**config.mk**
```make
export PLATFORM = sky130hd
export DESIGN_NAME = bcd_display_mux
export DESIGN_NICKNAME = d
export VERILOG_FILES = /design/src/rtl/bcd_display_mux.sv
export SDC_FILE = /design/constraint.sdc
export NUM_CORES = 1
export LEC_CHECK = 0
export BUFFER_PORTS_ARGS = -buffer_cell sky130_fd_sc_hd__clkbuf_2
export CAP_MARGIN = 40
export CELL_PAD_IN_SITES_DETAIL_PLACEMENT = 1
export CELL_PAD_IN_SITES_GLOBAL_PLACEMENT = 2
export CORE_MARGIN = 1.5
export CORE_UTILIZATION = 41
export CTS_CLUSTER_DIAMETER = 40
export DETAILED_ROUTE_END_ITERATION = 8
export GPL_TIMING_DRIVEN = 0
export PLACE_DENSITY_LB_ADDON = 0.12
export SLEW_MARGIN = 20
export SYNTH_ARGS = -nofsm -noshare
export SYNTH_HDL_FRONTEND = slang
export SYNTH_SLANG_ARGS = --single-unit
```
**constraint.sdc**
```tcl
create_clock -name clk -period 3.6 [get_ports clk]
set_clock_uncertainty 0.1 [all_clocks]
set_input_delay 0.18 -clock clk [delete_from_list [all_inputs] [get_ports clk]]
set_output_delay 0.18 -clock clk [all_outputs]
set_load 0.02 [all_outputs]
```
**src/rtl/bcd_display_mux.sv**
```systemverilog
// bcd_display_mux: scans four snapshotted BCD digits onto a multiplexed 7-segment display
// with leading-zero blanking and an anode-off guard at the start of each digit slot.
module bcd_display_mux #(
    parameter int REFRESH_DIV    = 50000,
    parameter int GUARD          = 4,
    parameter bit SEG_ACTIVE_LOW = 1,
    parameter bit AN_ACTIVE_LOW  = 1,
    parameter bit BLANK_LEADING  = 1
) (
    input  logic       clk,
    input  logic       reset,
    input  logic [3:0] digit0,
    input  logic [3:0] digit1,
    input  logic [3:0] digit2,
    input  logic [3:0] digit3,
    output logic [6:0] seg,
    output logic [3:0] an,
    output logic       frame
);
    localparam int CW = $clog2(REFRESH_DIV);
    localparam logic [CW-1:0] LAST = CW'(REFRESH_DIV - 1);
    localparam logic [CW-1:0] G = CW'(GUARD);
    localparam logic [6:0] SEG_OFF = SEG_ACTIVE_LOW ? 7'h7F : 7'h00;
    localparam logic [3:0] AN_OFF = AN_ACTIVE_LOW ? 4'hF : 4'h0;
    logic [CW-1:0]   cnt;
    logic [1:0]      idx;
    logic [3:0][3:0] snap;
    logic [3:0]      blk;
    logic [6:0]      dec;
    logic            wrap_slot, wrap_scan, guard;
    assign wrap_slot = cnt == LAST;
    assign wrap_scan = wrap_slot && idx == 2'd3;
    assign guard = cnt < G;
    // blanking ripples down from the thousands digit; units always shown
    assign blk[3] = BLANK_LEADING && snap[3] == 4'd0;
    assign blk[2] = blk[3] && snap[2] == 4'd0;
    assign blk[1] = blk[2] && snap[1] == 4'd0;
    assign blk[0] = 1'b0;
    always_comb begin
        dec = 7'h40;
        case (snap[idx])
            4'd0: dec = 7'h3F;
            4'd1: dec = 7'h06;
            4'd2: dec = 7'h5B;
            4'd3: dec = 7'h4F;
            4'd4: dec = 7'h66;
            4'd5: dec = 7'h6D;
            4'd6: dec = 7'h7D;
            4'd7: dec = 7'h07;
            4'd8: dec = 7'h7F;
            4'd9: dec = 7'h6F;
            default: dec = 7'h40;
        endcase
        if (blk[idx]) dec = 7'h00;
    end
    always_ff @(posedge clk or negedge reset) begin
        if (!reset) begin
            cnt   <= '0;
            idx   <= '0;
            snap  <= '0;
            frame <= 1'b0;
            seg   <= SEG_OFF;
            an    <= AN_OFF;
        end else begin
            cnt   <= wrap_slot ? '0 : cnt + 1'b1;
            idx   <= wrap_slot ? idx + 2'd1 : idx;
            frame <= wrap_scan;
            if (wrap_scan) snap <= {digit3, digit2, digit1, digit0};
            an    <= guard ? AN_OFF : (4'b0001 << idx) ^ AN_OFF;
            seg   <= guard ? SEG_OFF : dec ^ SEG_OFF;
        end
    end
endmodule

```
# ---- After elaboration in Yosys (flattened, before gate mapping)
# Memories as Yosys holds them, arrays and structs flattened.
# Index checks and enable logic that the tools add are counted.
dict set report totals {
  reg_bits 46
  mem_bits_ro 112
  input_bits 18
  output_inout_bits 12
  word_cells 33
  mem_count 1
}
dict set report classes {
  add_sub_neg 2
  n_lt_le_gt_ge 2
  eq_ne 2
  shifts 1
  mux 8
  bitwise 2
  reduce_logical 6
}
# name depth word_bits read_ports rd_ports_with_merged_regs write_ports line_no
set memory_table {}
lappend memory_table {{(no name shown)} 16 7 1 0 0 41} ;# case (snap[idx])
# operator count
set op_table {}
lappend op_table {{16-bit by 1-bit adder with 16-bit output (second input constant)} 1}
lappend op_table {{16-bit == test (second input constant)} 1}
lappend op_table {{16-bit by 3-bit less-than comparator with 1-bit output (second input constant)} 1}
lappend op_table {{16-bit 2-to-1 mux} 1}
lappend op_table {{7-bit 2-to-1 mux} 2}
lappend op_table {{4-bit zero test} 3}
lappend op_table {{4-bit binary-select mux with 2-bit select} 1}
lappend op_table {{4-bit 2-to-1 mux} 2}
lappend op_table {{7-bit NOT} 1}
lappend op_table {{4-bit NOT} 1}
lappend op_table {{1-bit by 2-bit left shift with 4-bit output (first input constant)} 1}
lappend op_table {{1-bit logical AND} 3}
lappend op_table {{2-bit by 3-bit less-than comparator with 1-bit output (second input constant)} 1}
lappend op_table {{2-bit by 1-bit adder with 2-bit output (second input constant)} 1}
lappend op_table {{1-bit binary-select mux with 2-bit select} 1}
lappend op_table {{2-bit == test (second input constant)} 1}
lappend op_table {{1-bit 2-to-1 mux} 1}

# ---- Longest topological paths before layout
dict set report logic_depth {
  ltp_word 8
  ltp_mapped 7
  ltp_nobuf 6
}

# ---- Worst setup path after synthesis
# Ideal clock, no wire load.
dict set report synth_timing {
  path_type {flip-flop to flip-flop}
  from {reg idx[0]}
  to {reg seg[3]}
  setup_time_ns 0.079
  arrival_time_ns 1.854
  required_time_ns 3.421
  slack_ns 1.567
  path_stages_with_launch 7
  path_buffers 1
  synth_period_minus_slack_ns 2.033
  cell_sequence {dfrtp_1 -> clkbuf_1 -> mux4_2 -> inv_1 -> ha_1 -> and2_1 -> o21ai_0}
}
dict set report synth_between {
  elab_chain_cells 6
  elab_cells_between_ends 8
  classes_between {6 x mux; 1 x bitwise; 1 x memory}
}
# item line_no
set synth_lines {}
lappend synth_lines {{from (decl)} 26} ;# logic [1:0] idx;
lappend synth_lines {{from (signal assigned)} 66} ;# idx <= wrap_slot ? idx + 2'd1 : idx;
lappend synth_lines {{4-bit binary-select mux with 2-bit select} 41}
lappend synth_lines {{4-bit 2-to-1 mux (not written as such)} 41}
lappend synth_lines {{memory read 16 x 7 bit} --}
lappend synth_lines {{7-bit 2-to-1 mux *} 54} ;# if (blk[idx]) dec = 7'h00;
lappend synth_lines {{7-bit NOT (no line) *} --}
lappend synth_lines {{7-bit 2-to-1 mux *} 70} ;# seg <= guard ? SEG_OFF : dec ^ SEG_OFF;
lappend synth_lines {{to (signal assigned)} 70}
lappend synth_lines {{to (decl)} 16} ;# output logic [6:0] seg,
# Every way passes the cells marked *; elsewhere a longest branch is shown, timed or not. The select of a mux whose other input is x is not followed.
# A chain may end at the register's enable or synchronous reset.

# ---- Worst setup path after layout
# Ends and elaborated chain as after synthesis.

==> implementation parameters <==
Parameter                              Value

Pwr
  Cell area power density    about 360 mW/mm^2
  Standby leakage power    1.22 nW
  Maximum vdd drop    roughly 0.2 mV

Global routing
  First-pass GRT wire length    8180 um
  All-Layer GR Usage    17.6%
  Maximum number of pins on one net before global-route repair    25
  Congestion Overflow GR    0
  Vias in the first global route    1607
  Number of antenna violations at the first check in global routing    0

STA
  Number of max-slew violations in the final report    0
  Worst relative slew slack    58.5%
  Setup-failing EPs final    0
  Fraction of the cycle the final worst path needs    slightly above 60%
  RSZ-0062 raised after global routing    no
  Clock period minus worst slack    2.24 ns
  Worst slew pin tran    0.622 ns
  Final Hold Violating Endpoints    0
  Setup TNS    0 ns
  Max Fclk    446 MHz
  Hold WS    0.0159 ns

Finish
  Commonest non-fill, non-tap cell in the layout    sky130_fd_sc_hd__dfrtp_1
  Final net count    252
  Commonest cells after routing, fill and taps aside    sky130_fd_sc_hd__dfrtp_1 (35), sky130_fd_sc_hd__clkbuf_2 (29), sky130_fd_sc_hd__nor2_1 (12)
  Antenna diode instance count    0
  Share of the core filled with cells in the final layout    50.9%
  Number of fill cells    564
  Fraction of final layout cells with drive strength greater than 1    between 30 and 40%
  Area growth syn-to-layout    17.4%
  Area taken by flip-flops and latches    0.00116 sq mm
  Multi-input gate area in the final layout    0.00103 sq mm

Die
  I/O pin cnt    30
  Die area    0.00596 sq mm
  Die X-Extent    77.2 um
  Die boundary height    77.2 um
  Initial cell density of the core    43.3%
  Rows    26
  Area of the core region    approximately 0.0052 sq mm

Worst setup path
  CP Class    reg2reg
  Number of buffer and inverter instances along the worst setup path    2
  Gate family responsible for the most delay along the worst path    multiplexers
  Worst path cell trace    clkbuf_1 > mux4_2 > inv_1 > ha_1 > and2_1 > o21ai_0
  Max Fanout on Critical Path    7
  Standard cell with the maximum stage delay on the critical path    sky130_fd_sc_hd__mux4_2
  Endpoint class of the critical path    register
  Crit path launch type    register
  R2r setup slk    between 1 and 1.5 ns
  Maximum single-stage delay on the critical path    0.65 ns
  Worst Path Required    3.73 ns
  Data arrival time of the critical path    2.38 ns

Clock network
  CTS Root Buffer Type    sky130_fd_sc_hd__clkbuf_8
  CTS tree    yes
  Maximum root-to-sink buffer count    2
  Clock slew at the register clock pins of the worst setup and hold paths    0.09 ns
  TritonCTS buffer count    5
  Clock net sink count    46
  Source-to-sink clock delay at the later pin of the worst-skew pair    0.30 ns
  CTS H-tree lvls    2

Place
  Count of port buffers added during placement    29
  Detailed Place HPWL    3510 um
  Gpl congestion    between 0.7 and 0.8

Synth
  Post-synth ARST share    100%
  Portion of the post-synthesis area used by sequential elements    between 50% and 60%
  Post-synthesis register bit count    46
  Post-synthesis cell area    roughly 0.0023 sq mm
  Average instance area after synthesis    12.4 sq um
  Predominant post-synthesis flop cell    sky130_fd_sc_hd__dfrtp_1
  Number of instances in the synthesized netlist    about 180
  Number of library cell types mapped by synthesis    37
  Post-Synthesis Net Count    211
  Number of warning messages in the yosys log    0
  EDFF count, synth    0
  Most area-consuming cells after synthesis    sky130_fd_sc_hd__dfrtp_1 (39%), sky130_fd_sc_hd__dfstp_2 (13%), sky130_fd_sc_hd__mux2_4 (6.7%)
  Portion of synthesized cell area occupied by the leading cell type    about 39%
  Largest area contributor in the synthesized netlist    sky130_fd_sc_hd__dfrtp_1

Run
  Max-Cap Viols    0

Routing
  Detailed-route vias per instance    approximately 5.0
  Count of nets left with antenna violations after detail routing    0
  First DRT Iteration DRCs    60
  Vias post-DR    roughly 1500
  Routed wire length    4630 um
  Routed wirelength normalized by instance count    15.7 um
  Residual DRC count    0
  First drt pass iteration count    3

Min path
  Class of the most critical hold timing path    in2reg

Status
  Outcome    complete, no violations
[timing repair]
item | in CTS | in global routing
hold endpoints to repair | 13 | 1
setup buffers | 0 | 0
endpoints found under the setup margin | 0 | 0
gates resized for setup | 0 | 0
hold buffers | 3 | 1
[state kept, by name, indices dropped and copies added, names as in the netlist]
name	cells
seg	7
frame	1
an	4
snap	16
idx	2
cnt	16
[stage by stage]
step / std cells / setup slack [ns] / power (mW) / area [sq um]
after floorplan: 182 / 1.57 / 0.590 / 2260
after global placement: 281 / 1.41 / 0.621 / 2490
after detailed placement: 282 / 1.34 / 0.629 / 2520
after CTS: 293 / 1.32 / 0.960 / 2640
after global routing: 294 / 1.19 / 0.989 / 2650
final: 294 / 1.36 / 0.945 / 2650
[worst paths after layout]
kind	startpoint	end	cells after the start
worst max-delay path	idx[0]$_DFFE_PN0N_	seg[3]$_DFF_PN1_	6
max in group asynchronous	reset	snap[9]$_DFFE_PN0P_	3
worst min-delay path	digit1[3]	snap[7]$_DFFE_PN0P_	2
min in group asynchronous	reset	cnt[15]$_DFF_PN0_	2
worst min register to register	cnt[0]$_DFF_PN0_	cnt[0]$_DFF_PN0_	1
worst max register to register	idx[0]$_DFFE_PN0N_	seg[3]$_DFF_PN1_	6
[worst register-to-register path, cell delays in order (launching register included)]
cell	delay, ns
sky130_fd_sc_hd__dfrtp_1	0.39
sky130_fd_sc_hd__clkbuf_1	0.37
sky130_fd_sc_hd__mux4_2	0.65
sky130_fd_sc_hd__inv_1	0.15
sky130_fd_sc_hd__ha_1	0.24
sky130_fd_sc_hd__and2_1	0.14
sky130_fd_sc_hd__o21ai_0	0.13
[power by group]
part           switching, mW  internal, mW
clock network          0.169         0.155
registers            0.00920         0.537
logic                 0.0386        0.0364
[routing by layer]
layer  global-route usage (%)  part of all wire [%]  vias to the layer above  wire length, um
li1                         -                     -                      723                -
met5                        0                     0                        -                0
met4                     6.00                   1.6                        0               76
met1                     25.3                    51                      728             2350
met2                     25.4                    44                       27             2040
met3                     4.88                   3.3                        6              153
[logic make-up after synthesis]
family          after synthesis  share of synthesized area [%]
mux                          21                           14.1
buf+inv                      12                           2.72
flops                        46                           51.6
xor+xnor                     13                           5.05
fa+ha+maj                    11                           6.10
simple gates                 61                           15.6
compound gates               18                           4.77
[layout make-up]
cell class | count | share of cell area, %
Sequential cell | 46 | 44.0
Inverter | 5 | 0.709
Tap cell | 70 | 3.31
Clock buffer | 7 | 3.26
Clock inverter | 1 | 0.189
Multi-Input combinational cell | 124 | 38.9
Buffer | 7 | 1.61
Timing Repair Buffer | 34 | 8.03
[cell usage after synthesis (4+ instances only)]
cell type                  count
sky130_fd_sc_hd__mux2_2        7
sky130_fd_sc_hd__dfrtp_1      35
sky130_fd_sc_hd__nor3_1        4
sky130_fd_sc_hd__mux4_2        4
sky130_fd_sc_hd__ha_1         11
sky130_fd_sc_hd__clkbuf_1      4
sky130_fd_sc_hd__o21ai_0       8
sky130_fd_sc_hd__mux2_4       10
sky130_fd_sc_hd__dfstp_2      11
sky130_fd_sc_hd__inv_1         5
sky130_fd_sc_hd__nand2_1       9
sky130_fd_sc_hd__a21oi_1       5
sky130_fd_sc_hd__nor2_1       12
sky130_fd_sc_hd__xnor2_1       4
sky130_fd_sc_hd__nand3_1       9
sky130_fd_sc_hd__xor2_1        9
sky130_fd_sc_hd__nand4_1       5
Note: power is estimated with default switching activity, not from simulation.
